<file path="config.mk">
export PLATFORM = sky130hd
export DESIGN_NAME = alu_issue
export DESIGN_NICKNAME = d
export VERILOG_FILES = /design/src/rtl/alu_issue.sv
export SDC_FILE = /design/constraint.sdc
export NUM_CORES = 1
export LEC_CHECK = 0
export ABC_AREA = 0
export CAP_MARGIN = 15
export CORE_UTILIZATION = 42
export DETAILED_ROUTE_END_ITERATION = 8
export PLACE_DENSITY = 0.82
export SETUP_SLACK_MARGIN = 0.3
export SYNTH_ARGS = -nofsm -noshare
export SYNTH_HDL_FRONTEND = slang
export SYNTH_SLANG_ARGS = --single-unit
</file>
<file path="constraint.sdc">
create_clock -name clk -period 3 [get_ports clk]
set_input_delay 0.6 -clock clk [delete_from_list [all_inputs] [get_ports clk]]
set_output_delay 0.6 -clock clk [all_outputs]
set_load 0.02 [all_outputs]
</file>
<file path="src/rtl/alu_issue.sv">
`default_nettype none
// ============================================================================
// Module      : alu_issue
// Description : Execute-issue stage in front of the 32-bit ALU. Decodes an
//               RV32I instruction word and its register-file read data into
//               SrcA / SrcB / Operation and holds them in a valid/ready
//               pipeline register between decode and execute.
//
// Ports       : clk, reset (async, active-high)
//               in_valid / in_ready     upstream handshake
//               in_instr, in_rs1_data, in_rs2_data   instruction + operands
//               flush                   synchronous kill of held entries
//               out_valid / out_ready   downstream handshake
//               SrcA, SrcB, Operation   ALU inputs
//               out_illegal             instruction not executable by ALU
//
// Options     : ALU_ISSUE_SKID_EN - adds a skid register so in_ready comes
//               from a flop; otherwise a single register whose in_ready is
//               combinational from out_ready.
//
// Revision    : 1.0 - initial release
// ============================================================================
module alu_issue #(
    parameter int DATA_WIDTH    = 32,
    parameter int OPCODE_LENGTH = 4
) (
    input  logic                     clk,
    input  logic                     reset,
    input  logic                     in_valid,
    output logic                     in_ready,
    input  logic [31:0]              in_instr,
    input  logic [DATA_WIDTH-1:0]    in_rs1_data,
    input  logic [DATA_WIDTH-1:0]    in_rs2_data,
    input  logic                     flush,
    output logic                     out_valid,
    input  logic                     out_ready,
    output logic [DATA_WIDTH-1:0]    SrcA,
    output logic [DATA_WIDTH-1:0]    SrcB,
    output logic [OPCODE_LENGTH-1:0] Operation,
    output logic                     out_illegal
);

    localparam logic [OPCODE_LENGTH-1:0] c_OP_AND = 4'b0000;
    localparam logic [OPCODE_LENGTH-1:0] c_OP_OR  = 4'b0001;
    localparam logic [OPCODE_LENGTH-1:0] c_OP_ADD = 4'b0010;
    localparam logic [OPCODE_LENGTH-1:0] c_OP_SLL = 4'b0011;
    localparam logic [OPCODE_LENGTH-1:0] c_OP_XOR = 4'b0100;
    localparam logic [OPCODE_LENGTH-1:0] c_OP_SRL = 4'b0101;
    localparam logic [OPCODE_LENGTH-1:0] c_OP_SUB = 4'b0110;
    localparam logic [OPCODE_LENGTH-1:0] c_OP_EQ  = 4'b1000;
    localparam logic [OPCODE_LENGTH-1:0] c_OP_NE  = 4'b1001;
    localparam logic [OPCODE_LENGTH-1:0] c_OP_SRA = 4'b1010;
    localparam logic [OPCODE_LENGTH-1:0] c_OP_SLT = 4'b1100;
    localparam logic [OPCODE_LENGTH-1:0] c_OP_GE  = 4'b1101;
    localparam logic [OPCODE_LENGTH-1:0] c_OP_ILL = 4'b1111;

    localparam logic [6:0] c_OPC_R      = 7'b0110011;
    localparam logic [6:0] c_OPC_I      = 7'b0010011;
    localparam logic [6:0] c_OPC_LOAD   = 7'b0000011;
    localparam logic [6:0] c_OPC_STORE  = 7'b0100011;
    localparam logic [6:0] c_OPC_BRANCH = 7'b1100011;
    localparam logic [6:0] c_OPC_LUI    = 7'b0110111;

    // Shared R-type / I-type funct3 map; alt selects SUB / SRA.
    function automatic logic [OPCODE_LENGTH-1:0] f_alu_op(input logic [2:0] f3,
                                                          input logic       alt);
        logic [OPCODE_LENGTH-1:0] op;
        case (f3)
            3'b000:  op = alt ? c_OP_SUB : c_OP_ADD;
            3'b001:  op = c_OP_SLL;
            3'b010:  op = c_OP_SLT;
            3'b100:  op = c_OP_XOR;
            3'b101:  op = alt ? c_OP_SRA : c_OP_SRL;
            3'b110:  op = c_OP_OR;
            3'b111:  op = c_OP_AND;
            default: op = c_OP_ILL;   // SLTU / SLTIU
        endcase
        return op;
    endfunction

    // ------------------------------------------------------------------
    // Combinational decode
    // ------------------------------------------------------------------
    logic [6:0]               w_opc;
    logic [2:0]               w_f3;
    logic [DATA_WIDTH-1:0]    w_imm_i;
    logic [DATA_WIDTH-1:0]    w_imm_s;
    logic [DATA_WIDTH-1:0]    w_imm_u;
    logic [DATA_WIDTH-1:0]    w_a;
    logic [DATA_WIDTH-1:0]    w_b;
    logic [OPCODE_LENGTH-1:0] w_op;
    logic                     w_ill;

    assign w_opc   = in_instr[6:0];
    assign w_f3    = in_instr[14:12];
    assign w_imm_i = DATA_WIDTH'($signed(in_instr[31:20]));
    assign w_imm_s = DATA_WIDTH'($signed({in_instr[31:25], in_instr[11:7]}));
    assign w_imm_u = DATA_WIDTH'({in_instr[31:12], 12'b0});

    always_comb begin
        w_a   = in_rs1_data;
        w_b   = in_rs2_data;
        w_op  = c_OP_ILL;
        case (w_opc)
            c_OPC_R:     w_op = f_alu_op(w_f3, in_instr[30]);
            c_OPC_I: begin
                // Immediate ADD has no SUB form; instr[30] only matters for shifts.
                w_op = f_alu_op(w_f3, (w_f3 == 3'b101) && in_instr[30]);
                w_b  = w_imm_i;
            end
            c_OPC_LOAD: begin
                w_op = c_OP_ADD;
                w_b  = w_imm_i;
            end
            c_OPC_STORE: begin
                w_op = c_OP_ADD;
                w_b  = w_imm_s;
            end
            c_OPC_BRANCH: begin
                case (w_f3)
                    3'b000:  w_op = c_OP_EQ;
                    3'b001:  w_op = c_OP_NE;
                    3'b100:  w_op = c_OP_SLT;
                    3'b101:  w_op = c_OP_GE;
                    default: w_op = c_OP_ILL;  // BLTU / BGEU
                endcase
            end
            c_OPC_LUI: begin
                w_op = c_OP_ADD;
                w_a  = '0;
                w_b  = w_imm_u;
            end
            default:     w_op = c_OP_ILL;
        endcase
        // Anything the ALU cannot execute carries zero operands.
        w_ill = (w_op == c_OP_ILL);
        if (w_ill) begin
            w_a = '0;
            w_b = '0;
        end
    end

    // ------------------------------------------------------------------
    // Pipeline storage
    // ------------------------------------------------------------------
    logic                     r_out_valid;
    logic [DATA_WIDTH-1:0]    r_out_a;
    logic [DATA_WIDTH-1:0]    r_out_b;
    logic [OPCODE_LENGTH-1:0] r_out_op;
    logic                     r_out_ill;
    logic                     w_accept;

    assign w_accept = in_valid && in_ready;

`ifdef ALU_ISSUE_SKID_EN
    logic                     r_skid_valid;
    logic [DATA_WIDTH-1:0]    r_skid_a;
    logic [DATA_WIDTH-1:0]    r_skid_b;
    logic [OPCODE_LENGTH-1:0] r_skid_op;
    logic                     r_skid_ill;

    // Skid is only ever occupied behind a full output register, so an empty
    // skid means there is room for one more entry regardless of out_ready.
    assign in_ready = !r_skid_valid;

    always_ff @(posedge clk or posedge reset) begin
        if (reset) begin
            r_out_valid  <= 1'b0;
            r_out_a      <= '0;
            r_out_b      <= '0;
            r_out_op     <= c_OP_ILL;
            r_out_ill    <= 1'b0;
            r_skid_valid <= 1'b0;
            r_skid_a     <= '0;
            r_skid_b     <= '0;
            r_skid_op    <= c_OP_ILL;
            r_skid_ill   <= 1'b0;
        end else if (flush) begin
            r_out_valid  <= 1'b0;
            r_skid_valid <= 1'b0;
        end else if (!r_out_valid || out_ready) begin
            if (r_skid_valid) begin
                // in_ready is low here, so no new accept competes with the skid.
                r_out_valid  <= 1'b1;
                r_out_a      <= r_skid_a;
                r_out_b      <= r_skid_b;
                r_out_op     <= r_skid_op;
                r_out_ill    <= r_skid_ill;
                r_skid_valid <= 1'b0;
            end else begin
                r_out_valid <= w_accept;
                if (w_accept) begin
                    r_out_a   <= w_a;
                    r_out_b   <= w_b;
                    r_out_op  <= w_op;
                    r_out_ill <= w_ill;
                end
            end
        end else if (w_accept) begin
            r_skid_valid <= 1'b1;
            r_skid_a     <= w_a;
            r_skid_b     <= w_b;
            r_skid_op    <= w_op;
            r_skid_ill   <= w_ill;
        end
    end
`else
    assign in_ready = !r_out_valid || out_ready;

    always_ff @(posedge clk or posedge reset) begin
        if (reset) begin
            r_out_valid <= 1'b0;
            r_out_a     <= '0;
            r_out_b     <= '0;
            r_out_op    <= c_OP_ILL;
            r_out_ill   <= 1'b0;
        end else if (flush) begin
            r_out_valid <= 1'b0;
        end else if (in_ready) begin
            r_out_valid <= w_accept;
            if (w_accept) begin
                r_out_a   <= w_a;
                r_out_b   <= w_b;
                r_out_op  <= w_op;
                r_out_ill <= w_ill;
            end
        end
    end
`endif

    assign out_valid   = r_out_valid;
    assign SrcA        = r_out_a;
    assign SrcB        = r_out_b;
    assign Operation   = r_out_op;
    assign out_illegal = r_out_ill;

endmodule
`default_nettype wire
</file>
# ---- After elaboration in Yosys (flattened, before gate mapping)
# Index checks and enable logic that the tools add are counted.
# W data, S select, Z words.
dict set report word_totals {
  memories 0
  wordCells 42
  rom_bits 0
  mem_bits_rw 0
  input_bits 101
  reg_bits 70
  latchBits 0
}
dict set report op_classes {
  n_div 0
  n_mux 14
  n_reduce_logical 9
  magnitude_cmp 0
  n_addsub 0
  bitwise_logic 1
  n_eq_ne 13
  n_shift 0
  mul 0
}
# cell count
set op_table {}
lappend op_table {{$mux W32} 3}
lappend op_table {{$pmux W32 S3} 1}
lappend op_table {{$pmux W4 S7} 2}
lappend op_table {{$eq A7 B6 Y1 const B} 3}
lappend op_table {{$pmux W4 S4} 1}
lappend op_table {{$eq A3 B3 Y1 const B} 4}
lappend op_table {{$pmux W3 S4} 1}
lappend op_table {{$mux W4} 2}
lappend op_table {{$eq A7 B2 Y1 const B} 1}
lappend op_table {{$eq A7 B5 Y1 const B} 1}
lappend op_table {{$eq A7 B7 Y1 const B} 1}
lappend op_table {{$mux W3} 2}
lappend op_table {{$eq A4 B4 Y1 const B} 1}
lappend op_table {{$eq A3 B1 Y1 const B} 1}
lappend op_table {{$eq A3 B2 Y1 const B} 1}
lappend op_table {{$logic_not A3 Y1} 1}
lappend op_table {{$reduce_and A3 Y1} 1}
lappend op_table {{$reduce_or A3 Y1} 1}
lappend op_table {{$logic_and A1 B1 Y1} 2}
lappend op_table {{$mux W1} 2}
lappend op_table {{$reduce_bool A2 Y1} 1}
lappend op_table {{$reduce_or A2 Y1} 1}
lappend op_table {{$logic_not A1 Y1} 1}
lappend op_table {{$logic_or A1 B1 Y1} 1}
lappend op_table {{$not A1 Y1} 1}

# ---- Depth between registers and ports, before layout
dict set report depth {
  word_depth 7
  ltp_mapped 8
}

# ---- Least setup slack after synthesis
# OpenSTA, ideal clock, no wires.
dict set report synth_path {
  path_type {input -> register}
  from {in in_instr[13]}
  to {reg r_out_b[12], in the netlist SrcB[12]}
  n_path_buf 2
  t_required_ns 2.878
  arrival_time_ns 1.744
  setup_slack_ns 1.135
  path_stages 7
  setup_time_ns 0.122
  path_cell_list {buf_2 -> or2_1 -> o2bb2ai_1 -> nand3_1 -> a21bo_2 -> buf_2 -> a32o_1}
}
dict set report synth_between {
  elab_chain_len 7
  word_cells_on_any_way 16
  cone_classes {eq/ne: 7; mux: 7; reduce/logical: 2}
}
# element line_no
set synth_lines {}
lappend synth_lines {{start: declaration} 31} ;# input logic [31:0] in_instr,
lappend synth_lines {{$eq A3 B3 Y1} {68, 108, 120}}
lappend synth_lines {{$logic_and A1 B1 Y1} 108} ;# w_op = f_alu_op(w_f3, (w_f3 == 3'b101) && in_instr[30]);
lappend synth_lines {{$mux W4 or $mux W3 (tied branches)} {73, 69}}
lappend synth_lines {{$pmux W4 S7} 68} ;# case (f3)
lappend synth_lines {{$pmux W4 S4 (*)} 104} ;# case (w_opc)
lappend synth_lines {{$eq A4 B4 Y1 (*)} 136} ;# w_ill = (w_op == c_OP_ILL);
lappend synth_lines {{$mux W32 (*)} 137} ;# if (w_ill) begin
lappend synth_lines {{end signal: assignment} 223} ;# r_out_b <= w_b;
lappend synth_lines {{end: declaration} 148} ;# logic [DATA_WIDTH-1:0] r_out_b;
# Mark *: on every way between the ends. The rest lies on a longest branch, timed or not.
# A chain may end at the register's enable or synchronous reset.

# ---- Worst setup path in the final report
dict set report layout_path {
  from {in out_ready}
  to {out in_ready}
}
dict set report layout_between {
  elab_chain_len 1
}
# element line_no
set layout_lines {}
lappend layout_lines {{start: declaration} 36} ;# input logic out_ready,
lappend layout_lines {{$logic_or A1 B1 Y1} 208} ;# assign in_ready = !r_out_valid || out_ready;
lappend layout_lines {{end: declaration} 30} ;# output logic in_ready,
# Every way passes these cells.

==> impl_metrics.yaml <==
timing:
  clock_skew_ns: 0.00771
  finalHoldViolCount: 0
  fin_crit_sh_pct: 83.4
  setup_viol: 0
  max_freq_ghz: 0.400
  relSlewSlack_pct: 67.2
  hold_ws_ns: 0.479
  slew_violations: 0
  fin_crit_ns: 2.50
  worst_pin_slew_ns: 0.488
  rsz0062_at_grt: "no"
  fin_tns_setup_ns: 0
clock_network:
  clock-root-buffer: "clkbuf_8"
  post_cts_buffers: 0
  clk_pin_slew_worst_paths_ns: 0.07
  clock-sinks: 70
  cts_resized: 0
  clk_latency_ns: 0.35
  hold_buffers: 0
  cts_tree: "done"
  cts-htree-levels: 3
  clock_path_buffers: 2
  numCtsBuffers: 9
power:
  p_total_mw: 2.46
  power_density_nw_per_um2: 426
  power.leakage_nw: 2.31
  ir_worst_vdd_v: 0.000286
global_routing:
  grt_pass1_vias: 3589
  grt.overflow.total: 0
  grt_max_degree: 46
  antenna_found_initial: 0
  grt_usage_pct: 25.4
  grt_pass1_wl_um: 17700
layout:
  drive_above_1_share_pct: 10.2
  fillers: 731
  fin_cells: 689
  nets: 677
  n_antenna_cell: 0
  areaGrowthSynthToFinish_pct: 54.9
synthesis:
  synth_edf_count: 0
  async_flop_share_pct: 100
  yosysWarnings: 0
  syn-num-nets: 514
  synth_cell_types: 45
  synth_most_common_cell: "dfrtp_1"
  synth_area_leader_cell: "dfrtp_1"
  synth_top_area_share_pct: 44.2
  synth.top_cells.by_count: "66 x dfrtp_1, 63 x nand2_1, 42 x nand3_1"
  synth_area_leaders: "dfrtp_1 44%, nand2_1 6.3%, nand3_1 5.6%"
  synthFlopType: "dfrtp_1"
  synth_area_um2: 3730
  synth_seq_area_share_pct: 47.1
  synth_compound_area_share_pct: 26.3
  synth_top_family_by_area: "compound AO/OA/AOI/OAI gates"
  synthMuxAreaShare_pct: 0.536
  synth_xor_area_share_pct: 0
  syn_inst: 413
  avgSynthCellArea_um2: 9.04
  synth-simple-area-share_pct: 20.2
  synth_adder_area_share_pct: 0
  synth-seq-cells: 70
route:
  viasPerCell: 5.62
  num_vias: 3870
  drcViolationCount: 0
  dr.pass1.iters: 4
  avgRoutedWirePerCell_um: 17.1
  wirelength_um: 11800
  ant_nets: 0
  drt_iter0_markers: 201
floorplanning:
  dieArea_um2: 9270
  rows: 34
  core-area_um2: 8680
  ios: 172
  initial_core_util_pct: 43.0
  die_w_um: 96.3
  dieHeight_um: 96.3
critical_path:
  cp.required_ns: 2.40
  crit-reg2reg-capture: "SrcB[6]"
  crit_end: "in_ready"
  worst_path_most_repeated_cell: "clkdlybuf4s50_1"
  end_kind: "output port"
  crit_slowest_cell: "clkdlybuf4s50_1"
  critPathTopFamily: "buffers and inverters"
  cpPeakStageDelay_ns: 0.55
  worstSetupPathType: "in2out"
  cp.arrival_ns: 1.90
  crit_start: "out_ready"
  path_cells: "clkdlybuf4s50_1, nor2b_1, inv_1, clkdlybuf4s50_1"
  crit_cells: 4
  crit-reg2reg-launch: "out_valid"
  cp_max_fo: 3
  rr_worst_depth: 7
  r2r_slack_ns: 1.19
  start_kind: "primary input"
  critPathBufInv: 3
worst_hold_path:
  hold_path_class: "reg2reg"
place:
  gp_congestion: 0.943
  placed_cells: 673
  place_hpwl_um: 8780
  port_buffers: 171
flow_run:
  maxCapViolations: 0
run_status:
  status: "finished, final reports clean"
-- worst reg2reg max path, stage by stage (launching register included) --
cell and delay, ns:
dfrtp_1 0.36, nor2b_1 0.29, inv_1 0.10, nand3b_1 0.12, buf_4 0.33, buf_4 0.35
nand2_1 0.13, o31ai_2 0.07
-- worst min-delay path by stage --
stage | from | endpoint | slack, ns | cells past startpoint
2_1_floorplan | Operation[1] | Operation[1] | 0.49 | 2
3_3_place_gp | SrcA[14] | SrcA[14] | 0.46 | 2
3_5_place_dp | SrcA[23] | SrcA[23] | 0.47 | 2
4_1_cts | Operation[1] | Operation[1] | 0.48 | 2
5_1_grt | out_illegal | out_illegal | 0.50 | 2
6_report | Operation[1] | Operation[1] | 0.48 | 2
-- through the flow --
stage          worst slack [ns]  util [%]  area, um^2
6_report                  0.497      66.6        5780
4_1_cts                   0.506      66.6        5780
3_5_place_dp              0.384      63.8        5540
5_1_grt                   0.397      66.6        5780
2_1_floorplan             0.638         -        3730
3_3_place_gp              0.414      63.8        5540
-- layout by cell type, fill, tap and decap left out, types with 2 or more instances in the layout --
master / count
bufinv_16: 3
nand2_1: 63
mux2i_1: 2
dfstp_2: 4
nand2b_1: 3
inv_1: 2
a31oi_1: 2
clkinv_4: 2
o31ai_2: 8
dfrtp_1: 66
o21a_1: 2
o22ai_1: 19
nor2b_1: 2
a21oi_1: 35
nor2_1: 33
a32o_1: 19
nand3_1: 42
clkbuf_8: 9
buf_4: 16
nand2_2: 3
clkdlybuf4s50_1: 171
o21ai_0: 38
buf_12: 2
a221oi_1: 10
-- registers in the layout (all words and copies together) (netlist names) --
register,count
SrcA,32
SrcB,32
Operation,4
out_illegal,1
out_valid,1
-- area by class of cell --
type | count | area, um^2 | share of cell area [%]
inverter | 3 | 11.3 | 0.195
clock inverter | 7 | 121 | 2.10
multi-input combinational | 303 | 1760 | 30.5
timing repair buffer | 189 | 1870 | 32.4
sequential | 70 | 1760 | 30.4
clock buffer | 9 | 124 | 2.14
tap | 108 | 135 | 2.34
-- power breakdown --
group	internal (mW)	switching [mW]	total (mW)
registers	0.985	0.0236	1.01
clock network	0.556	0.382	0.939
logic	0.261	0.253	0.514
total	1.80	0.659	2.46
-- layer usage --
metal / GRT usage (%) / wire length, um / share of wire, % / up-vias
li1: - / - / - / 1842
met1: 32.1 / 4830 / 41 / 1840
met2: 41.1 / 5790 / 49 / 162
met3: 6.16 / 838 / 7.1 / 26
met4: 11.3 / 326 / 2.8 / 0
met5: 0 / 0 / 0 / -
-- kinds of logic (layout without fill, tap and decap cells) --
logic type | count (synthesis) | in the layout
AOI/OAI and AO/OA | 142 | 142
buffers and inverters | 40 | 208
and+or+nand+nor | 159 | 159
muxes | 2 | 2
DFF | 70 | 70
Note: power is estimated with default switching activity, not from simulation.
